===== src/rtl/layer_mixer_pkg.sv =====
// Shared types and defaults for the layer mixer: fade state, parameter
// defaults and packed-colour channel extraction.
package layer_mixer_pkg;

    localparam int unsigned DEF_NUM_LAYERS = 5;
    localparam int unsigned DEF_COLOR_W    = 8;
    localparam int unsigned DEF_OVL_IDX    = 3;
    localparam int unsigned DEF_ALPHA_W    = 4;
    localparam int unsigned DEF_FADE_DIV   = 2;

    // Widest colour channel chan() can extract; pixels are widened to this.
    localparam int unsigned MAX_COLOR_W = 16;
    localparam int unsigned CHAN_IN_W   = 3 * MAX_COLOR_W;

    typedef enum logic [1:0] {
        OFF,
        FADE_IN,
        ON,
        FADE_OUT
    } fade_state_t;

    // Channel i of a packed {R,G,B} pixel of cw-bit channels (0 = B, 2 = R).
    function automatic logic [MAX_COLOR_W-1:0] chan(
        input logic [CHAN_IN_W-1:0] rgb,
        input int unsigned          i,
        input int unsigned          cw
    );
        logic [CHAN_IN_W-1:0]   sh;
        logic [MAX_COLOR_W-1:0] mask;
        sh   = rgb >> (i * cw);
        mask = MAX_COLOR_W'((32'd1 << cw) - 32'd1);
        return MAX_COLOR_W'(sh) & mask;
    endfunction

endpackage


===== src/rtl/layer_mixer_prio_enc.sv =====
// Combinational priority encoder: highest active layer (win) and the
// highest active layer beneath it (und), each with a valid bit.
module layer_prio_enc
    import layer_mixer_pkg::*;
#(
    parameter int unsigned NUM_LAYERS = DEF_NUM_LAYERS,
    localparam int unsigned IDX_W = (NUM_LAYERS > 1) ? $clog2(NUM_LAYERS) : 1
) (
    input  logic [NUM_LAYERS-1:0] act,
    output logic [IDX_W-1:0]      win,
    output logic                  win_valid,
    output logic [IDX_W-1:0]      und,
    output logic                  und_valid
);

    // Scan upward; each new hit demotes the previous winner to underlay.
    always_comb begin
        win       = '0;
        win_valid = 1'b0;
        und       = '0;
        und_valid = 1'b0;
        for (int unsigned i = 0; i < NUM_LAYERS; i++) begin
            if (act[i]) begin
                und       = win;
                und_valid = win_valid;
                win       = IDX_W'(i);
                win_valid = 1'b1;
            end
        end
    end

endmodule


===== src/rtl/layer_mixer.sv =====
// Layer mixer: per-pixel priority select across NUM_LAYERS sources with an
// enable mask, frame-synchronous alpha fade of one overlay layer, and a
// 2-stage pipeline with syncs delayed to stay aligned.
module layer_mixer
    import layer_mixer_pkg::*;
#(
    parameter int unsigned NUM_LAYERS = DEF_NUM_LAYERS,
    parameter int unsigned COLOR_W    = DEF_COLOR_W,
    parameter int unsigned OVL_IDX    = DEF_OVL_IDX,
    parameter int unsigned ALPHA_W    = DEF_ALPHA_W,
    parameter int unsigned FADE_DIV   = DEF_FADE_DIV
) (
    input  logic                            clk,
    input  logic                            rst_n,
    input  logic                            frame_start,
    input  logic                            pix_valid_in,
    input  logic                            hs_in,
    input  logic                            vs_in,
    input  logic [NUM_LAYERS-1:0]           rq_flag,
    input  logic [NUM_LAYERS-1:0]           layer_en,
    input  logic [NUM_LAYERS*3*COLOR_W-1:0] rgb_in,
    input  logic                            ovl_req,
    output logic [3*COLOR_W-1:0]            rgb_out,
    output logic                            pix_valid_out,
    output logic                            hs_out,
    output logic                            vs_out,
    output logic                            fade_busy
);

    localparam int unsigned IDX_W = (NUM_LAYERS > 1) ? $clog2(NUM_LAYERS) : 1;
    localparam int unsigned PIX_W = 3 * COLOR_W;
    localparam int unsigned MIX_W = COLOR_W + ALPHA_W + 1;
    localparam int unsigned DIV_W = (FADE_DIV > 1) ? $clog2(FADE_DIV) : 1;

    localparam logic [ALPHA_W:0] ALPHA_MAX = {1'b1, {ALPHA_W{1'b0}}};
    localparam logic [ALPHA_W:0] ALPHA_ONE = {{ALPHA_W{1'b0}}, 1'b1};
    localparam logic [DIV_W-1:0] DIV_LAST  = DIV_W'(FADE_DIV - 1);
    localparam logic [DIV_W-1:0] DIV_ONE   = DIV_W'(1);

    // ---------------- fade control ----------------
    fade_state_t      state, state_nx;
    logic [ALPHA_W:0] alpha, alpha_nx;
    logic [DIV_W-1:0] div_cnt, div_nx;
    logic             go_up, go_dn;

    // Fade state, alpha and frame divider registers.
    always_ff @(posedge clk or negedge rst_n) begin
        if (!rst_n) begin
            state   <= OFF;
            alpha   <= '0;
            div_cnt <= '0;
        end else begin
            state   <= state_nx;
            alpha   <= alpha_nx;
            div_cnt <= div_nx;
        end
    end

    // Fade next-state: only acts on frame_start. Entering a fade from rest
    // counts that frame toward the first step; a reversal restarts the divider
    // without moving alpha.
    always_comb begin
        state_nx = state;
        alpha_nx = alpha;
        div_nx   = div_cnt;
        go_up    = 1'b0;
        go_dn    = 1'b0;
        if (frame_start) begin
            unique case (state)
                OFF: go_up = ovl_req;
                FADE_IN: begin
                    if (ovl_req) begin
                        go_up = 1'b1;
                    end else begin
                        div_nx   = '0;
                        state_nx = (alpha == '0) ? OFF : FADE_OUT;
                    end
                end
                ON: go_dn = !ovl_req;
                FADE_OUT: begin
                    if (!ovl_req) begin
                        go_dn = 1'b1;
                    end else begin
                        div_nx   = '0;
                        state_nx = (alpha == ALPHA_MAX) ? ON : FADE_IN;
                    end
                end
                default: state_nx = OFF;
            endcase
        end
        if (go_up && alpha != ALPHA_MAX) begin
            state_nx = FADE_IN;
            if (div_cnt == DIV_LAST) begin
                div_nx   = '0;
                alpha_nx = alpha + ALPHA_ONE;
                if (alpha_nx == ALPHA_MAX) state_nx = ON;
            end else begin
                div_nx = div_cnt + DIV_ONE;
            end
        end
        if (go_dn && alpha != '0) begin
            state_nx = FADE_OUT;
            if (div_cnt == DIV_LAST) begin
                div_nx   = '0;
                alpha_nx = alpha - ALPHA_ONE;
                if (alpha_nx == '0) state_nx = OFF;
            end else begin
                div_nx = div_cnt + DIV_ONE;
            end
        end
    end

    assign fade_busy = (state == FADE_IN) || (state == FADE_OUT);

    // ---------------- stage 1: select ----------------
    logic [NUM_LAYERS-1:0] act;
    logic [IDX_W-1:0]      win_idx, und_idx;
    logic                  win_valid, und_valid;
    logic [PIX_W-1:0]      win_rgb, und_rgb;

    // Active layers; a fully faded-out overlay is treated as absent.
    always_comb begin
        act = rq_flag & layer_en;
        if (alpha == '0) act[OVL_IDX] = 1'b0;
    end

    layer_prio_enc #(
        .NUM_LAYERS(NUM_LAYERS)
    ) u_prio (
        .act       (act),
        .win       (win_idx),
        .win_valid (win_valid),
        .und       (und_idx),
        .und_valid (und_valid)
    );

    assign win_rgb = win_valid ? rgb_in[win_idx*PIX_W +: PIX_W] : '0;
    assign und_rgb = und_valid ? rgb_in[und_idx*PIX_W +: PIX_W] : '0;

    logic [PIX_W-1:0] s1_win_rgb, s1_und_rgb;
    logic             s1_win_ovl, s1_any, s1_valid, s1_hs, s1_vs;
    logic [ALPHA_W:0] s1_alpha;

    // Stage-1 register: selected colours, alpha snapshot and syncs.
    always_ff @(posedge clk or negedge rst_n) begin
        if (!rst_n) begin
            s1_win_rgb <= '0;
            s1_und_rgb <= '0;
            s1_win_ovl <= 1'b0;
            s1_any     <= 1'b0;
            s1_valid   <= 1'b0;
            s1_hs      <= 1'b0;
            s1_vs      <= 1'b0;
            s1_alpha   <= '0;
        end else begin
            s1_win_rgb <= win_rgb;
            s1_und_rgb <= und_rgb;
            s1_win_ovl <= win_valid && (win_idx == IDX_W'(OVL_IDX));
            s1_any     <= win_valid;
            s1_valid   <= pix_valid_in;
            s1_hs      <= hs_in;
            s1_vs      <= vs_in;
            s1_alpha   <= alpha;
        end
    end

    // ---------------- stage 2: blend ----------------
    logic [PIX_W-1:0]   mix_rgb;
    logic [COLOR_W-1:0] ovl_c, und_c;
    logic [MIX_W-1:0]   acc;

    // Per-channel linear blend of overlay over underlay, truncating.
    always_comb begin
        mix_rgb = '0;
        ovl_c   = '0;
        und_c   = '0;
        acc     = '0;
        for (int unsigned c = 0; c < 3; c++) begin
            ovl_c = COLOR_W'(chan(CHAN_IN_W'(s1_win_rgb), c, COLOR_W));
            und_c = COLOR_W'(chan(CHAN_IN_W'(s1_und_rgb), c, COLOR_W));
            acc   = MIX_W'(ovl_c) * MIX_W'(s1_alpha)
                  + MIX_W'(und_c) * MIX_W'(ALPHA_MAX - s1_alpha);
            mix_rgb[c*COLOR_W +: COLOR_W] = COLOR_W'(acc >> ALPHA_W);
        end
    end

    // Output register: blank, blended or winning colour plus delayed syncs.
    always_ff @(posedge clk or negedge rst_n) begin
        if (!rst_n) begin
            rgb_out       <= '0;
            pix_valid_out <= 1'b0;
            hs_out        <= 1'b0;
            vs_out        <= 1'b0;
        end else begin
            if (!s1_valid || !s1_any)
                rgb_out <= '0;
            else if (s1_win_ovl && s1_alpha != ALPHA_MAX)
                rgb_out <= mix_rgb;
            else
                rgb_out <= s1_win_rgb;
            pix_valid_out <= s1_valid;
            hs_out        <= s1_hs;
            vs_out        <= s1_vs;
        end
    end

endmodule


===== config.mk =====
export PLATFORM = sky130hd
export DESIGN_NAME = layer_mixer
export DESIGN_NICKNAME = d
export VERILOG_FILES = /design/src/rtl/layer_mixer_pkg.sv /design/src/rtl/layer_mixer_prio_enc.sv /design/src/rtl/layer_mixer.sv
export SDC_FILE = /design/constraint.sdc
export NUM_CORES = 1
export LEC_CHECK = 0
export BUFFER_PORTS_ARGS = -buffer_cell sky130_fd_sc_hd__buf_4
export CORE_ASPECT_RATIO = 0.8
export CORE_MARGIN = 3
export CORE_UTILIZATION = 65
export CTS_CLUSTER_DIAMETER = 60
export DETAILED_ROUTE_END_ITERATION = 7
export GPL_TIMING_DRIVEN = 0
export PLACE_DENSITY = 0.88
export REMOVE_ABC_BUFFERS = 1
export SETUP_SLACK_MARGIN = 0.05
export SLEW_MARGIN = 20
export SYNTH_ARGS = -nofsm -noshare
export SYNTH_HDL_FRONTEND = slang
export SYNTH_SLANG_ARGS = --single-unit

===== constraint.sdc =====
create_clock -name clk -period 16 [get_ports clk]
set_input_delay 1.6 -clock clk [delete_from_list [all_inputs] [get_ports clk]]
set_output_delay 1.6 -clock clk [all_outputs]
set_load 0.005 [all_outputs]

==> metrics.md <==
| Metric | Value |
|---|---|
| Net switching power figure | `1450 uW` |
| Flip-flop and latch count after synthesis | `93` |
| Largest clock skew in the final design | `0.0108 ns` |
| Static Leakage | `0.00765 uW` |
| Transition at the pin with the smallest max-transition slack | `1.18 ns` |
| Routed length per placed instance | `19.8 um` |
| Delay of the slowest critical-path stage | `1.13 ns` |
| Switching power share of the total | `51.7%` |
| Data required time of the critical path | `16.25 ns` |
| Max-cap violation count | `0` |
| Total Die Area | `22400 sq um` |
| Most used DFF post-synth | `sky130_fd_sc_hd__dfrtp_1` |
| Horiz. Die Dim | `167 um` |
| Ports | `165` |
| Final estimated routing congestion in global placement | `0.888` |
| First-pass GRT wire length | `58700 um` |
| Core outline area | `20000 sq um` |
| Placed Area | `14800 sq um` |
| First-pass iteration count of the detailed router | `5` |
| Cell types occupying the most area after synthesis | `sky130_fd_sc_hd__fa_1 (29%), sky130_fd_sc_hd__dfrtp_1 (17%), sky130_fd_sc_hd__ha_1 (9.7%), sky130_fd_sc_hd__inv_1 (7.4%), sky130_fd_sc_hd__and2_1 (5.9%)` |
| Yosys cell types | `59` |
| Total Neg Setup Slack | `0 ns` |
| Cell accounting for the most synthesized area | `sky130_fd_sc_hd__fa_1` |
| CTS root buf | `sky130_fd_sc_hd__clkbuf_16` |
| Clock network fraction of design power | `8.3%` |
| Hold Buf Count CTS | `0` |
| Sequential cell fraction of total power | `15.1%` |
| Sink Count | `93` |
| EDFF count, synth | `0` |
| Run status | `completed` |
| Cell at the slowest stage of the critical path | `sky130_fd_sc_hd__dfrtp_1` |
| Worst-case hold slack | `0.350 ns` |
| Std-Cell Rows | `46` |
| Total of buffers placed on input and output ports | `164` |
| Endpoint type of the worst setup path | `flop` |
| Post-cts sizing count | `0` |
| Area growth from synthesis to layout | `13.1%` |
| Final Slew Violations | `0` |
| Number of vias after detailed routing | `11.0k` |
| TritonCTS clock tree | `built` |
| Fraction of registers with async set/reset | `100%` |
| Via count of the first global-routing pass | `11.9k` |
| Met1 track demand over resource | `41.4%` |
| Setup repair after global routing missed its margin | `no` |
| Min cycle time layout | `7.34 ns` |
| Worst Path Class, Setup | `reg -> reg` |
| Peak Freq | `136 MHz` |
| Relative slew slack | `21.1%` |
| Area of all placed cells without fillers | `15200 sq um` |
| Total inserted antenna cells | `0` |
| Height of the die | `135 um` |
| HPWL Detailed | `27500 um` |
| Met3 GRT Util | `5.79%` |
| Max FO, Critical Path | `27` |
| Share of post-route cells with drive strength above 1 | `15.4%` |
| Violation count after the first detailed-route iteration | `995` |
| Peak supply drop | `0.153 mV` |
| DRT Wirelength | `36400 um` |
| Setup repair bufs after CTS | `0` |
| Syn Inst Count | `1452` |
| Remaining design rule violation count | `0` |
| Critical path's most frequent cell | `sky130_fd_sc_hd__fa_1` |
| Crit path cell chain | `inv_1, ha_1, nor3b_1, ha_1, nand2_1, fa_1, fa_1, inv_1, fa_1, fa_1, inv_1, fa_1, inv_1, ha_1, and4_1, a22oi_1, nand2_1, a31oi_1, nor2b_1, or3_1, a311oi_1` |
| Final clock period utilization by the worst path | `45.9%` |
| Share of the yosys chip area belonging to registers | `17.3%` |
| Mean post-synth cell area | `9.24 sq um` |
| Final Net Count | `2006` |
| Global router's overall resource usage | `33.2%` |
| Arrival time of the worst setup path | `7.60 ns` |
| Met2 usage | `57.4%` |
| Overall Power | `2810 uW` |
| Busiest layer in global routing | `met2` |
| Startpoint kind of the worst setup timing path | `flop` |
| Number of antenna violations at the first check in global routing | `0` |
| Area share of the leading cell type in the synthesized netlist | `28.9%` |
| Max Root-Sink Buffers | `2` |
| Yosys warning count | `0` |
| Final-report hold violation count | `0` |
| CTS H-tree lvls | `3` |
| Number of placed instances, taps included | `1824` |
| Antenna viol nets, final | `0` |
| Total power divided by cell area | `185 nW/um^2` |
| Detailed-route vias per instance | `6.00` |
| Inserted Clock Buffers | `9` |
| Setup violation total in the final timing report | `0` |
| Clock latency on the worst-skew pair | `0.36 ns` |
| Share of power burned in combinational logic | `76.5%` |
| GR Overflow Total | `0` |
| Fillers | `1341` |
| Internal reg-to-reg setup slack | `8.66 ns` |
| Initial cell density of the core | `67.0%` |
| Hold crit path type | `reg -> reg` |
| Cell internal power dissipation | `1360 uW` |
| Worst-path clk slew | `0.07 ns` |
| Post-Layout Cell Count | `1840` |
| Area of the mapped netlist | `13400 sq um` |
| Pin count of the biggest net entering global routing | `94` |
==> critical path, delay by kind of cell, from the launching register on <==
family / cells / cell delay (ns)
adders and majority gates: 8 / 3.86
buffers and inverters: 4 / 0.29
and+or+nand+nor: 6 / 1.06
DFF: 1 / 1.13
AOI/OAI and AO/OA: 3 / 0.86
==> power groups by stage <==
stage	Sequential [uW]	Combinational [uW]	Clock, uW
global placement	416	1970	0
detailed placement	423	2110	0
global route	433	2450	243
CTS	419	2140	236
floorplan	363	1590	0
finish	425	2150	234
==> layer usage <==
| metal | wire (um) | part of all wire (%) | vias to the layer above |
|---|---|---|---|
| met5 | 0 | 0 | - |
| met3 | 3240 | 8.9 | 134 |
| met2 | 18200 | 50 | 630 |
| met1 | 13500 | 37 | 5484 |
| met4 | 1560 | 4.3 | 0 |
| li1 | - | - | 4788 |
==> logic make-up (layout without fill, tap and decap cells) <==
group / count (synthesis) / after routing / share of synthesized area, %
flip-flops: 93 / 93 / 17.3
XOR/XNOR: 64 / 64 / 4.18
AO/OA/AOI/OAI: 140 / 140 / 7.03
AND/OR/NAND/NOR: 492 / 492 / 18.1
adder cells (fa/ha/maj): 298 / 298 / 38.6
buffers and inverters: 325 / 449 / 9.42
multiplexers: 40 / 40 / 5.33
==> synth_stat cells, drive strengths merged (2+ instances only) <==
| master | count |
|---|---|
| nand3b | 4 |
| nor4 | 3 |
| o21a | 3 |
| a311oi | 2 |
| mux4 | 23 |
| o21ai | 33 |
| a211oi | 5 |
| a221oi | 22 |
| mux2 | 13 |
| and4 | 2 |
| clkbuf | 54 |
| a2111oi | 2 |
| and2 | 126 |
| xor2 | 16 |
| or2 | 2 |
| nand2 | 202 |
| a21oi | 33 |
| a21o | 8 |
| dfrtp | 93 |
| nor2b | 11 |
| and3 | 13 |
| fa | 194 |
| nand2b | 5 |
| or3 | 7 |
| a22o | 5 |
| mux2i | 4 |
| buf | 8 |
| and2b | 17 |
| a31oi | 16 |
| nand4 | 4 |
| ha | 104 |
| nand3 | 13 |
| nor2 | 72 |
| inv | 263 |
| nor3 | 8 |
| xnor2 | 48 |
==> final cells by class <==
type                    count  area (sq um)  share of cell area (%)
clock buffers               9           225                    1.48
multi-input cells        1034          9880                    65.1
flip-flops and latches     93          2330                    15.4
clock inverters             7          91.3                   0.602
well taps                 264           330                    2.18
inverters                 263           987                    6.51
repair buffers            170          1320                    8.72
==> sequential cells by signal, summed over array words and instances (netlist names), 2 cells and up, named ones only <==
signal,count
alpha,4
s1_win_rgb,24
s1_und_rgb,24
state,2
rgb_out,24
s1_alpha,5
==> final timing paths <==
path	startpoint	endpoint	cells past startpoint
setup / recovery	s1_alpha[1]$_DFF_PN0_	rgb_out[7]$_DFF_PN0_	21
hold / removal	s1_vs$_DFF_PN0_	vs_out$_DFF_PN0_	0
setup reg to reg	s1_alpha[1]$_DFF_PN0_	rgb_out[7]$_DFF_PN0_	21
hold reg to reg	s1_vs$_DFF_PN0_	vs_out$_DFF_PN0_	0
max in group asynchronous	rst_n	s1_alpha[3]$_DFF_PN0_	1
min in group asynchronous	rst_n	rgb_out[16]$_DFF_PN0_	1
==> placed cells by master (no fill, tap or decap), types with 7 or more instances in the layout <==
cell | synthesis | routed
sky130_fd_sc_hd__a21o_1 | 8 | 8
sky130_fd_sc_hd__a221oi_1 | 22 | 22
sky130_fd_sc_hd__and3_1 | 12 | 12
sky130_fd_sc_hd__inv_1 | 263 | 263
sky130_fd_sc_hd__fa_1 | 194 | 194
sky130_fd_sc_hd__a31oi_1 | 16 | 15
sky130_fd_sc_hd__and2b_1 | 17 | 17
sky130_fd_sc_hd__o21ai_0 | 32 | 31
sky130_fd_sc_hd__nand2_1 | 202 | 199
sky130_fd_sc_hd__mux4_2 | 20 | 20
sky130_fd_sc_hd__mux2_2 | 13 | 13
sky130_fd_sc_hd__xor2_1 | 16 | 16
sky130_fd_sc_hd__buf_4 | 2 | 163
sky130_fd_sc_hd__dfrtp_1 | 93 | 90
sky130_fd_sc_hd__nor3_1 | 7 | 7
sky130_fd_sc_hd__and2_1 | 126 | 125
sky130_fd_sc_hd__nor2_1 | 72 | 71
sky130_fd_sc_hd__clkbuf_16 | 0 | 9
sky130_fd_sc_hd__a21oi_1 | 32 | 32
sky130_fd_sc_hd__ha_1 | 104 | 104
sky130_fd_sc_hd__nand3_1 | 13 | 13
sky130_fd_sc_hd__nor2b_1 | 10 | 9
sky130_fd_sc_hd__xnor2_1 | 48 | 46
sky130_fd_sc_hd__or3_1 | 7 | 7
==> per-stage QoR <==
stage | setup WS [ns] | util [%]
6_report | 8.66 | 75.7
5_1_grt | 8.30 | 75.7
4_1_cts | 8.68 | 75.7
3_5_place_dp | 8.71 | 74.1
3_3_place_gp | 8.09 | 73.4
2_1_floorplan | 9.58 | -
Note: power is estimated with default switching activity, not from simulation.
